==> config.mk <==
export PLATFORM = sky130hd
export DESIGN_NAME = tt_sat_counter
export DESIGN_NICKNAME = d
export VERILOG_FILES = /design/src/rtl/tt_sat_counter.sv
export SDC_FILE = /design/constraint.sdc
export NUM_CORES = 1
export LEC_CHECK = 0
export ABC_CLOCK_PERIOD_IN_PS = 2710
export CAP_MARGIN = 20
export CORE_AREA = 2 2 39 41
export DETAILED_ROUTE_END_ITERATION = 6
export DIE_AREA = 0 0 41 43
export GPL_ROUTABILITY_DRIVEN = 1
export GPL_TIMING_DRIVEN = 0
export PLACE_DENSITY = 0.32
export SKIP_LAST_GASP = 1
export SLEW_MARGIN = 20
export SYNTH_ARGS = -nofsm -noshare
export SYNTH_HDL_FRONTEND = slang
export SYNTH_SLANG_ARGS = --single-unit
==> constraint.sdc <==
create_clock -name clk -period 2.71 [get_ports clk]
set_input_delay 0.542 -clock clk [delete_from_list [all_inputs] [get_ports clk]]
set_output_delay 0.542 -clock clk [all_outputs]
set_load 0.1 [all_outputs]
==> src/rtl/tt_sat_counter.sv <==
// Width-parameterised up-counter that sticks at all-ones; clear has priority.
module tt_sat_counter #(
  parameter int W = 3
) (
  input  logic         clk,
  input  logic         rst,
  input  logic         clr_i,
  input  logic         inc_i,
  output logic [W-1:0] cnt_o
);

  localparam logic [W-1:0] ONE = {{(W-1){1'b0}}, 1'b1};

  logic [W-1:0] cnt_q, cnt_d;

  always_comb begin
    cnt_d = cnt_q;
    if (clr_i) begin
      cnt_d = '0;
    end else if (inc_i && (cnt_q != '1)) begin
      cnt_d = cnt_q + ONE;
    end
  end

  always_ff @(posedge clk) begin
    if (rst) begin
      cnt_q <= '0;
    end else begin
      cnt_q <= cnt_d;
    end
  end

  assign cnt_o = cnt_q;

endmodule

# --- Word level (Yosys, flattened, before mapping) ---
# Index checks and enable logic that the tools add are counted.
classes:
  n_mul: 0
  addsub: 1
  bitwise: 0
  div: 0
  n_eq_ne: 1
  reduce_logical: 2
  n_shift: 0
  muxes: 0
  magnitude_cmp: 0
ops:
  columns: ["op", "count"]
  rows:
  - ["$add A3 B1 Y3 const B", 1]
  - ["$ne A3 B3 Y1 const B", 1]
  - ["$reduce_or A2 Y1", 1]
  - ["$logic_and A1 B1 Y1", 1]
totals:
  input_bits: 4
  latch_bits: 0
  wordCells: 5
  rom_bits: 0
  register_bits: 3
  mem_bits_rw: 0
  mem_count: 0

# --- Logic depth before layout (Yosys ltp) ---
depth:
  word_depth: 2
  mapped_depth: 5
  mapped_depth_nobuf: 5

# --- Least setup slack after synthesis ---
# Ideal clock, no wire load.
synth_timing:
  path_type: "reg2reg"
  startpoint: "register cnt_q[0] (netlist: cnt_o[0])"
  endpoint: "register cnt_q[2] (netlist: cnt_o[2])"
  path_stages_with_launch: 6
  setup_slack_ps: 903
  n_path_buf: 0
  t_arrival_ps: 1728
  synth_period_minus_slack_ps: 1807
  cell_sequence: "dfxtp_1 > ha_1 > ha_1 > nor2b_4 > mux2i_1 > nor3_1"
synth_via:
  elab_chain_cells: 2
synth_lines:
  columns: ["element", "line", "source"]
  rows:
  - ["from (decl)", "14", "logic [W-1:0] cnt_q, cnt_d;"]
  - ["from (signal assigned)", "29", "cnt_q <= cnt_d;"]
  - ["parallel branches: the longest is 2 deep, another holds $add A3 B1 Y3", null, null]
# Parallel ways; which one is timed is not known.
# A chain may end at the register's enable or synchronous reset.

# --- Final worst setup path ---
layout_timing:
  startpoint: "register cnt_q[0] (netlist: cnt_o[0])"
  endpoint: "output cnt_o[0]"
layout_rtl:
  columns: ["element", "line", "source"]
  rows:
  - ["to (decl)", "9", "output logic [W-1:0] cnt_o"]
# No word-level cell between the ends.

==> flow_metrics.tcl <==
set metrics [dict create \
    firstDrtPassIters 1 \
    maxCapViolations 0 \
    h-tree-depth 1 \
    cts_tree "built" \
    use_met2_pct 5.63 \
    crit_type "register to output pin" \
    p_per_area_nw_per_um2 584 \
    core-area_um2 1380 \
    rsz0062_at_grt "no" \
    rows 14 \
    setup.worst_path.end_class "output pin" \
    synth_warnings 0 \
    crit_buf_inv 1 \
    synth.top_cell.area_share_pct 42.1 \
    num-fill-cells 163 \
    routedWlPerCell_um 7.89 \
    vias 126 \
    worst_slew_pin_slew_ns 0.968 \
    final_hold_viol_count 0 \
    ys_async_sr_fraction_pct 0 \
    status "finished clean" \
    setup_tns_ns 0 \
    nets 29 \
    grt_pass1_vias 137 \
    mappedNetlistNets 18 \
    fin_crit_ns 2.28 \
    gp_congestion 0.620 \
    grt_overflow 0 \
    cts_made_buffers 3 \
    slowest_delay_ns 1.15 \
    dpl.hpwl_um 241 \
    final_layout_size_suffix_gt1_share_pct 18.2 \
    ys_types 6 \
    start_util_pct 10.3 \
    grt_pass1_wl_um 503 \
    crit_path_start_kind "register" \
    met3_usage_pct 4.71 \
    largest_register_ffs 3 \
    yosys-top-cells-count "dfxtp_1 (3), nor3_1 (3), ha_1 (2), mux2i_1 (2)" \
    die_h_um 43 \
    slew_headroom_pct 35.2 \
    antenna_cells 0 \
    synth.area.top_cells "dfxtp_1 (42%), ha_1 (18%), mux2i_1 (14%), nor3_1 (11%), nor2b_4 (9.6%)" \
    ys_seq_elements 3 \
    die-area_um2 1760 \
    setup_viol 0 \
    ant_nets 0 \
    post_cts_resized 0 \
    synth_top_flop_cell "dfxtp_1" \
    clkSinkCount 3 \
    syn-instance-count 12 \
    arrival_ns 1.74 \
    cts-root-buf "clkbuf_4" \
    design.portCount 7 \
    antenna_found_initial 0 \
    die_width_um 41 \
    wirelength_um 300 \
    netlist_area_um2 143 \
    crit_chain "clkdlybuf4s50_1" \
    yosysSeqAreaShare_pct 42.1 \
    syn_to_final_growth_pct 74.6 \
    hold_buffers 0 \
    crit_required_ns 2.17 \
    synth_top_area_cell "dfxtp_1" \
    busiest_layer "met4" \
    synth_edf_count 0 \
    drt-vias-per-instance 3.32 \
    post_cts_buffers 0 \
    first_iter_violations 0 \
    fin_crit_sh_pct 84.3 \
    drv_slew 0 \
    grt_use_total_pct 5.02 \
    drc 0 \
    crit_family "buffers and inverters" \
    hold_class "register to register" \
    ir_drop_mv 0.140 \
    finalClockSkew_ns 0.00292 \
    cp_slowest_cell "clkdlybuf4s50_1" \
    clkLatencyLatePin_ns 0.23 \
    grt_util_met1_pct 4.49 \
    io_buffers 6 \
    max_freq_mhz 438 \
    crit_fanout 3 \
    clockBufferDepth 2 \
    hold-worst-slack_ns 0.560 \
    avgSynthCellArea_um2 11.9 \
    clk_pin_slew_ns 0.04 \
    power_leakage_uw 0.000107 \
    grt_max_degree 4 \
]
==> cells by family (layout without fill, tap and decap cells) <==
family / after synthesis / count (layout) / share of synthesized area (%)
mux: 2 / 2 / 14.0
simple gates: 4 / 4 / 20.2
xor+xnor: 1 / 1 / 6.14
buf+inv: 0 / 10 / 0
fa+ha+maj: 2 / 2 / 17.5
flops: 3 / 3 / 42.1
==> cell type report <==
cell class	instances	area, µm²	area share (%)
Clock buffer	4	26.3	10.6
Multi-Input combinational cell	9	82.6	33.2
Sequential cell	3	60.1	24.1
Tap cell	16	20.0	8.04
Timing Repair Buffer	6	60.1	24.1
==> worst min-delay path, cell delays in order, from the launching register on <==
cell     delay, ns
dfxtp_1       0.32
mux2i_1       0.13
nor3_1        0.06
==> power breakdown <==
part / internal, µW / switching (µW) / total, µW
registers: 45.5 / 0.941 / 46.4
clock network: 55.2 / 23.1 / 78.3
logic: 8.93 / 11.7 / 20.7
total: 110 / 35.8 / 145
==> layout by cell type, fill, tap and decap left out <==
cell type | Yosys | final
clkbuf_4 | 0 | 3
nor2b_4 | 1 | 1
xnor2_1 | 1 | 1
clkdlybuf4s50_1 | 0 | 6
dfxtp_1 | 3 | 3
ha_1 | 2 | 2
nor3_1 | 3 | 3
mux2i_1 | 2 | 2
clkbuf_1 | 0 | 1
==> through the flow <==
stage / utilization (%) / total power (µW) / worst slack, ns / cells / instance area, µm²
2_1_floorplan: - / 59.8 / 0.903 / 12 / 143
3_3_place_gp: 16.1 / 67.6 / 0.666 / 34 / 223
3_5_place_dp: 16.1 / 67.8 / 0.664 / 34 / 223
4_1_cts: 18.0 / 150 / 0.409 / 38 / 249
5_1_grt: 18.0 / 154 / 0.388 / 38 / 249
6_report: 18.0 / 145 / 0.426 / 38 / 249
==> final timing paths <==
path | depth (start not counted) | slack (ns) | end | from
max | 1 | 0.43 | cnt_o[0] | cnt_o[0]
min | 2 | 0.56 | cnt_o[1] | cnt_o[1]
max reg2reg | 5 | 1.44 | cnt_o[2] | cnt_o[0]
min reg2reg | 2 | 0.56 | cnt_o[1] | cnt_o[1]
==> routing by layer <==
metal / routed length [µm] / vias to the layer above
met4: 0 / 0
met2: 113 / 7
met5: 0 / -
li1: - / 64
met3: 49 / 0
met1: 137 / 55
Power figures use the tool's default switching activity.
